`src/rtl/noc_pkg.sv`:
```
// Shared definitions for the flit-tree merge blocks: flit geometry,
// the flit type and the two-state round-robin arbiter encoding.
package noc_pkg;

    localparam int FLIT_W   = 9;
    localparam int ADDR_MSB = 8;
    localparam int ADDR_LSB = 5;

    typedef logic [FLIT_W-1:0] flit_t;

    typedef enum logic {
        PRIO0 = 1'b0,
        PRIO1 = 1'b1
    } arb_state_t;

endpackage

```
`src/rtl/noc_hold_slot.sv`:
```
// One-entry valid/ready holding buffer. A held flit leaves when the
// consumer pulses drain; a new flit may enter in that same cycle.
// Ports:
//   clk, rst_n          clock, async active-low reset
//   in_valid/in_data    upstream flit offer
//   in_ready            upstream may transfer (!full || drain)
//   drain               consumer takes the held flit this edge
//   full/data           registered occupancy flag and held flit
module noc_hold_slot
    import noc_pkg::*;
#(
    parameter int DW = FLIT_W
) (
    input  logic          clk,
    input  logic          rst_n,
    input  logic          in_valid,
    input  logic [DW-1:0] in_data,
    output logic          in_ready,
    input  logic          drain,
    output logic          full,
    output logic [DW-1:0] data
);

    logic          full_q;
    logic          full_d;
    logic [DW-1:0] data_q;
    logic [DW-1:0] data_d;

    // drain frees the slot early so a refill lands on the same edge
    assign in_ready = !full_q || drain;
    assign full     = full_q;
    assign data     = data_q;

    always_comb begin
        full_d = full_q;
        data_d = data_q;
        if (drain) begin
            full_d = 1'b0;
        end
        if (in_valid && in_ready) begin
            full_d = 1'b1;
            data_d = in_data;
        end
    end

    always_ff @(posedge clk or negedge rst_n) begin
        if (!rst_n) begin
            full_q <= 1'b0;
            data_q <= '0;
        end else begin
            full_q <= full_d;
            data_q <= data_d;
        end
    end

endmodule

```
`src/rtl/merge2_arb.sv`:
```
// Two-to-one round-robin flit merge with a registered parent output.
// Ports:
//   clk, rst_n                    clock, async active-low reset
//   in0_valid/in0_data/in0_ready  child 0 channel
//   in1_valid/in1_data/in1_ready  child 1 channel
//   out_valid/out_data/out_src    registered parent flit and its source
//   out_ready                     parent accepts
//   stat_clr, stat_cnt0/1         per-child forward counters, present
//                                 only when MERGE_STATS_EN is defined
module merge2_arb
    import noc_pkg::*;
#(
    parameter int DW     = FLIT_W,
    parameter int ADDR_W = ADDR_MSB - ADDR_LSB + 1
`ifdef MERGE_STATS_EN
    ,
    parameter int CNT_W  = 16
`endif
) (
    input  logic          clk,
    input  logic          rst_n,
    input  logic          in0_valid,
    input  logic [DW-1:0] in0_data,
    output logic          in0_ready,
    input  logic          in1_valid,
    input  logic [DW-1:0] in1_data,
    output logic          in1_ready,
    output logic          out_valid,
    output logic [DW-1:0] out_data,
    output logic          out_src,
    input  logic          out_ready
`ifdef MERGE_STATS_EN
    ,
    input  logic             stat_clr,
    output logic [CNT_W-1:0] stat_cnt0,
    output logic [CNT_W-1:0] stat_cnt1
`endif
);

    localparam int PAY_W = DW - ADDR_W;

    logic          full0;
    logic          full1;
    logic [DW-1:0] data0;
    logic [DW-1:0] data1;
    logic          grant0;
    logic          grant1;
    logic          load;
    logic [DW-1:0] sel_data;

    arb_state_t    state_q;
    arb_state_t    state_d;
    logic          out_valid_q;
    logic          out_valid_d;
    logic [DW-1:0] out_data_q;
    logic [DW-1:0] out_data_d;
    logic          out_src_q;
    logic          out_src_d;

    noc_hold_slot #(
        .DW (DW)
    ) u_slot0 (
        .clk      (clk),
        .rst_n    (rst_n),
        .in_valid (in0_valid),
        .in_data  (in0_data),
        .in_ready (in0_ready),
        .drain    (grant0),
        .full     (full0),
        .data     (data0)
    );

    noc_hold_slot #(
        .DW (DW)
    ) u_slot1 (
        .clk      (clk),
        .rst_n    (rst_n),
        .in_valid (in1_valid),
        .in_data  (in1_data),
        .in_ready (in1_ready),
        .drain    (grant1),
        .full     (full1),
        .data     (data1)
    );

    // Grants use only registered state, so in_valid never reaches
    // out_valid within one cycle.
    always_comb begin
        grant0 = 1'b0;
        grant1 = 1'b0;
        load   = (full0 || full1) && (!out_valid_q || out_ready);
        if (load) begin
            if (full0 && full1) begin
                grant0 = (state_q == PRIO0);
                grant1 = (state_q == PRIO1);
            end else if (full0) begin
                grant0 = 1'b1;
            end else begin
                grant1 = 1'b1;
            end
        end
    end

    // Winner hands priority to the other child.
    always_comb begin
        state_d = state_q;
        if (grant0) begin
            state_d = PRIO1;
        end else if (grant1) begin
            state_d = PRIO0;
        end
    end

    assign sel_data = grant1 ? data1 : data0;

    always_comb begin
        out_valid_d = out_valid_q;
        out_data_d  = out_data_q;
        out_src_d   = out_src_q;
        if (load) begin
            out_valid_d = 1'b1;
            out_data_d  = {sel_data[DW-1:PAY_W], sel_data[PAY_W-1:0]};
            out_src_d   = grant1;
        end else if (out_valid_q && out_ready) begin
            out_valid_d = 1'b0;
        end
    end

    always_ff @(posedge clk or negedge rst_n) begin
        if (!rst_n) begin
            state_q     <= PRIO0;
            out_valid_q <= 1'b0;
            out_data_q  <= '0;
            out_src_q   <= 1'b0;
        end else begin
            state_q     <= state_d;
            out_valid_q <= out_valid_d;
            out_data_q  <= out_data_d;
            out_src_q   <= out_src_d;
        end
    end

    assign out_valid = out_valid_q;
    assign out_data  = out_data_q;
    assign out_src   = out_src_q;

`ifdef MERGE_STATS_EN
    logic [CNT_W-1:0] cnt0_q;
    logic [CNT_W-1:0] cnt0_d;
    logic [CNT_W-1:0] cnt1_q;
    logic [CNT_W-1:0] cnt1_d;

    // Clear wins over a same-cycle grant; counts stick at all-ones.
    always_comb begin
        cnt0_d = cnt0_q;
        cnt1_d = cnt1_q;
        if (stat_clr) begin
            cnt0_d = '0;
            cnt1_d = '0;
        end else begin
            if (grant0 && !(&cnt0_q)) begin
                cnt0_d = cnt0_q + 1'b1;
            end
            if (grant1 && !(&cnt1_q)) begin
                cnt1_d = cnt1_q + 1'b1;
            end
        end
    end

    always_ff @(posedge clk or negedge rst_n) begin
        if (!rst_n) begin
            cnt0_q <= '0;
            cnt1_q <= '0;
        end else begin
            cnt0_q <= cnt0_d;
            cnt1_q <= cnt1_d;
        end
    end

    assign stat_cnt0 = cnt0_q;
    assign stat_cnt1 = cnt1_q;
`endif

endmodule

```
`config.mk`:
```
export PLATFORM = sky130hd
export DESIGN_NAME = merge2_arb
export DESIGN_NICKNAME = d
export VERILOG_FILES = /design/src/rtl/noc_pkg.sv /design/src/rtl/noc_hold_slot.sv /design/src/rtl/merge2_arb.sv
export SDC_FILE = /design/constraint.sdc
export NUM_CORES = 1
export LEC_CHECK = 0
export CAP_MARGIN = 20
export CORE_MARGIN = 2
export CORE_UTILIZATION = 50
export DETAILED_ROUTE_END_ITERATION = 10
export PLACE_DENSITY = 0.79
export SYNTH_ARGS = -nofsm -noshare
export SYNTH_HDL_FRONTEND = slang
export SYNTH_SLANG_ARGS = --single-unit
```
`constraint.sdc`:
```
create_clock -name clk -period 2 [get_ports clk]
set_input_delay 0.6 -clock clk [delete_from_list [all_inputs] [get_ports clk]]
set_output_delay 0.6 -clock clk [all_outputs]
set_load 0.1 [all_outputs]
```
-- Word level (Yosys, flattened, before mapping)
Cells that the tools add are included.
W data, S select, Z words.
- bits of input ports: 23
- bits in registers: 32
- bitwise gates (word level): 1
- mux-type cells: 14
- reduce and logical (&&, ||, !) cells: 16
- operators with widths (operator ; count):
    $mux W1 ; 13
    $mux W9 ; 1
    $reduce_bool A2 Y1 ; 4
    $logic_and A1 B1 Y1 ; 5
    $logic_or A1 B1 Y1 ; 4
    $logic_not A1 Y1 ; 3
    $not A1 Y1 ; 1

-- Longest topological paths before layout
- depth in word-level cells: 7
- mapped depth: 6
- mapped depth without buffers: 3

-- By module
A second synthesis with hierarchy kept.
- cells, all modules: 107
- area, all modules: 1446.4 um^2
- modules (own cells, without submodules) (module ; cells each ; seq. area each (um^2) ; instances ; area an instance (um^2)):
    noc_hold_slot ; 22 ; 250.2 ; 2 ; 425.4
    merge2_arb ; 63 ; 300.3 ; 1 ; 595.6

-- Least setup slack after synthesis
OpenSTA, ideal clock, no wires.
- kind: register to output
- start: register out_valid_q, in the netlist out_valid
- end: output in0_ready
- stages on the path, launching flop included: 6
- path buffers: 2
- arrival time: 2045 ps
- path slack: -645 ps
- cells stage by stage: dfrtp_1 -> nor2b_4 -> buf_6 -> o21a_1 -> buf_2 -> inv_1
- longest elaborated chain between the ends: 5
- ends and longest elaborated chain (element ; line ; text):
    start: declaration ; merge2_arb.sv:53 ; logic out_valid_q;
    start signal: assignment ; merge2_arb.sv:137 ; out_valid_q <= out_valid_d;
    $logic_not A1 Y1 ; merge2_arb.sv:91 ; load = (full0 || full1) && (!out_valid_q || out_ready);
    $logic_or A1 B1 Y1 ; merge2_arb.sv:91 ;
    $logic_and A1 B1 Y1 ; merge2_arb.sv:91 ;
    $mux W1 ; merge2_arb.sv:92 ; if (load) begin
    $logic_or A1 B1 Y1 ; noc_hold_slot.sv:30 ; assign in_ready = !full_q || drain;
    end: declaration ; merge2_arb.sv:24 ; output logic in0_ready,
No other way between the ends.

-- Final worst setup path
- start: register out_valid_q, in the netlist out_valid
- end: output in1_ready
- longest elaborated chain between the ends: 5
- ends and longest elaborated chain (element ; line ; text):
    $logic_not A1 Y1 ; merge2_arb.sv:91 ;
    $logic_or A1 B1 Y1 ; merge2_arb.sv:91 ;
    $logic_and A1 B1 Y1 ; merge2_arb.sv:91 ;
    $mux W1 ; merge2_arb.sv:92 ;
    $logic_or A1 B1 Y1 ; noc_hold_slot.sv:30 ;
    end: declaration ; merge2_arb.sv:27 ; output logic in1_ready,
No other way between the ends.

==> metrics.md <==
| Metric | Value |
|---|---|
| Status | `finished, violations left` |
| Failing checks | `negative setup slack` |
| Initial antenna violation count | `0` |
| Yosys warns | `0` |
| Grt total ovfl | `0` |
| Critical path required time | `1.40 ns` |
| Final Hold Vio Count | `0` |
| PortBufs | `35` |
| Overall Power | `roughly 3.8 mW` |
| CP max stage delay | `around 0.48 ns` |
| Setup WS post-layout | `-0.0569 ns` |
| First-pass GRT wire length | `roughly 6600 µm` |
| Residual DRC count | `0` |
| Setup Crit Path Kind | `reg -> out` |
| Setup crit start | `out_valid$_DFFE_PN0P_` |
| GP Congestion | `around 0.74` |
| Finished Core Util | `71.3%` |
| Post-synthesis sequential area ratio | `a little under half` |
| Top delay family on crit path | `flip-flops` |
| Hold WS | `about 0.52 ns` |
| Clock tree sinks | `32` |
| Worst r2r path cells | `5` |
| Vias post-DR | `1376` |
| Max-slew violations | `0` |
| Clk Latency, worst-skew pair | `0.35 ns` |
| Root Buffer | `clkbuf_4` |
| Total CTS buffers | `5` |
| N_diodes | `0` |
| Placed cells | `approximately 240` |
| Cell variety after synth | `24` |
| DP Area | `0.00224 mm²` |
| Nets | `between 200 and 250` |
| Initial Util | `51.3%` |
| Drt wl/cell | `roughly 15 µm` |
| Final instance area | `~0.0024 mm²` |
| Ports | `36` |
| Die Y | `62.3 µm` |
| Vias in the first global route | `about 1.4k` |
| Setup violators final | `2` |
| CP max-delay cell | `dfrtp_4` |
| Crit Reg-Reg Startpoint | `out_valid$_DFFE_PN0P_` |
| Crit-path cells | `nor2b_4, o21a_1, clkinvlp_4, buf_12` |
| Mapped Cells | `approximately 160` |
| Die width | `slightly above 60 µm` |
| Clock skew | `0.0102 ns` |
| Hold crit path type | `reg -> reg` |
| Worst path depth | `4` |
| WHS Path Cells | `2` |
| Part of the cycle the worst path needs | `103%` |
| Pwr dens | `around 1600 mW/mm²` |
| Drt initial violations | `71` |
| Gr usage total | `between 20% and 30%` |
| H-tree Lvls | `2` |
| CP Capture Type | `output pin` |
| Worst setup endpoint | `in1_ready` |
| Fin cells | `around 250` |
| Yosys reg bits | `32` |
| Layout cell share with drive strength beyond 1 | `between 20% and 30%` |
| Period minus WS final | `2.06 ns` |
| Reg clk slew, reported paths | `~0.1 ns` |
| FMAX | `slightly below 0.5 GHz` |
| Dpl ws | `-0.315 ns` |
| Worst setup SP type | `flop` |
| Core area | `roughly 0.0033 mm²` |
| Slew HR | `67.6%` |
| Crit path buf inv count | `2` |
| Total Routed Length | `between 3000 and 4000 µm` |
| Rows | `21` |
| Pin slew with the least headroom to its limit | `just under 0.5 ns` |
| Post-synth net total | `between 150 and 200` |
| ANT nets after route | `0` |
| Worst endpoint data arrival time | `between 1 and 1.5 ns` |
| Mapped cell area | `0.00170 mm²` |
| Largest net degree at the start of global routing | `33` |
| FF-to-FF End | `out_data[8]$_DFFE_PN0P_` |
| Leak pwr | `roughly 1.0 nW` |
| Synth Area per Inst | `roughly 10 µm²` |
| Setup TNS | `-0.0999 ns` |
| FF-to-FF setup slack | `between 0.3 and 0.4 ns` |
| RSZ-0062 raised after global routing | `yes` |
| Vias per cell | `around 5.5` |
| Die area | `0.00388 mm²` |
| Max Cap Viol | `0` |
| CTS tree | `built` |
| CP max FO | `4` |
| DR pass1 iterations | `4` |
| CTS max path bufs | `2` |
| HPWL after DPL | `2720 µm` |
| VDD IR max | `roughly 0.00067 V` |
| Layout area overhead | `38.9%` |
[where the power goes]
part           switching (mW)  internal [mW]  leakage (nW)
Sequential              0.243          0.904         0.370
Combinational            1.23          0.816         0.589
Clock                   0.237          0.332        0.0515
Total                    1.71           2.05          1.01
[Yosys cell counts]
master / number / share of area [%]
a21o_1: 1 / 0.44
o211ai_1: 18 / 8.0
or2_1: 1 / 0.37
clkbuf_1: 5 / 1.1
buf_4: 1 / 0.44
o21a_1: 2 / 0.88
nor3b_4: 1 / 1.1
buf_2: 3 / 0.88
and2_1: 1 / 0.37
inv_1: 2 / 0.44
o211ai_2: 9 / 6.6
nor2_1: 1 / 0.22
nand2_1: 27 / 6.0
or3_1: 1 / 0.37
or2_2: 1 / 0.37
a221o_1: 9 / 5.3
buf_6: 6 / 4.0
o21bai_1: 10 / 4.4
buf_1: 1 / 0.22
nand2b_1: 18 / 6.6
nor3_1: 9 / 2.7
a22o_1: 1 / 0.52
dfrtp_1: 32 / 47
nor2b_4: 2 / 1.6
[timing repair]
action | CTS | global route
setup buffers | 2 | 1
pin swaps | 1 | 1
cloned | 0 | 0
endpoints found under the setup margin | 2 | 2
resized for setup | 3 | 0
hold buffers | 0 | 0
[flip-flops by register name, indices dropped and copies added, names as in the netlist]
name	count
out_data	9
out_valid	1
u_slot0.full	1
u_slot1.data	9
u_slot0.data	9
out_src	1
u_slot1.full	1
state_q	1
[layout by cell type (no fill, tap or decap)]
cell type	count
buf_4	17
nor2_1	1
and2_1	1
clkdlybuf4s15_2	1
a22o_1	1
nand2_1	27
clkinvlp_4	2
o21bai_1	10
a221o_1	9
o211ai_1	18
nor2b_4	2
buf_12	13
a21o_1	1
clkdlybuf4s50_1	21
o211ai_2	9
o21a_1	2
or2_1	1
clkbuf_8	2
dfrtp_4	1
clkbuf_4	5
nor3b_4	1
or3_1	1
nor3_1	9
dfrtp_1	31
bufinv_16	1
nand2b_1	18
or2_2	1
[cell type report]
class | instances | area (µm²)
clock buffer | 7 | 65.1
clock inverter | 1 | 30.0
fill | 257 | 951
inverter | 2 | 15.0
multi-input combinational | 112 | 778
sequential | 32 | 805
tap | 46 | 57.6
timing repair buffer | 52 | 609
[layer usage]
layer | wire [µm] | part of all wire, % | global-route usage [%] | up-vias
li1 | - | - | - | 671
met1 | 1660 | 44 | 28.9 | 655
met2 | 1820 | 48 | 33.4 | 43
met3 | 255 | 6.7 | 5.43 | 7
met4 | 52 | 1.4 | 9.44 | 0
met5 | 0 | 0 | 0 | -
[worst min-delay path by stage]
stage                           startpoint                           to  slack (ns)
2_1_floorplan                        rst_n      out_data[0]$_DFFE_PN0P_        0.30
3_3_place_gp   u_slot0.data[7]$_DFFE_PN0P_  u_slot0.data[7]$_DFFE_PN0P_        0.49
3_5_place_dp   u_slot0.data[3]$_DFFE_PN0P_  u_slot0.data[3]$_DFFE_PN0P_        0.49
4_1_cts        u_slot0.data[6]$_DFFE_PN0P_  u_slot0.data[6]$_DFFE_PN0P_        0.52
5_1_grt        u_slot0.data[6]$_DFFE_PN0P_  u_slot0.data[6]$_DFFE_PN0P_        0.54
6_report       u_slot0.data[6]$_DFFE_PN0P_  u_slot0.data[6]$_DFFE_PN0P_        0.52
[worst register-to-register path, stage by stage, from the launching register on]
cell      delay [ns]
dfrtp_4         0.48
nor2b_4         0.14
buf_4           0.20
o21bai_1        0.21
buf_4           0.19
a221o_1         0.30
[cells by family after synthesis]
group,after synthesis,synth area share [%]
DFF,32,47.1
buffers and inverters,18,7.07
AOI/OAI and AO/OA,50,26.1
and+or+nand+nor,62,19.7
Note: power is estimated with default switching activity, not from simulation.
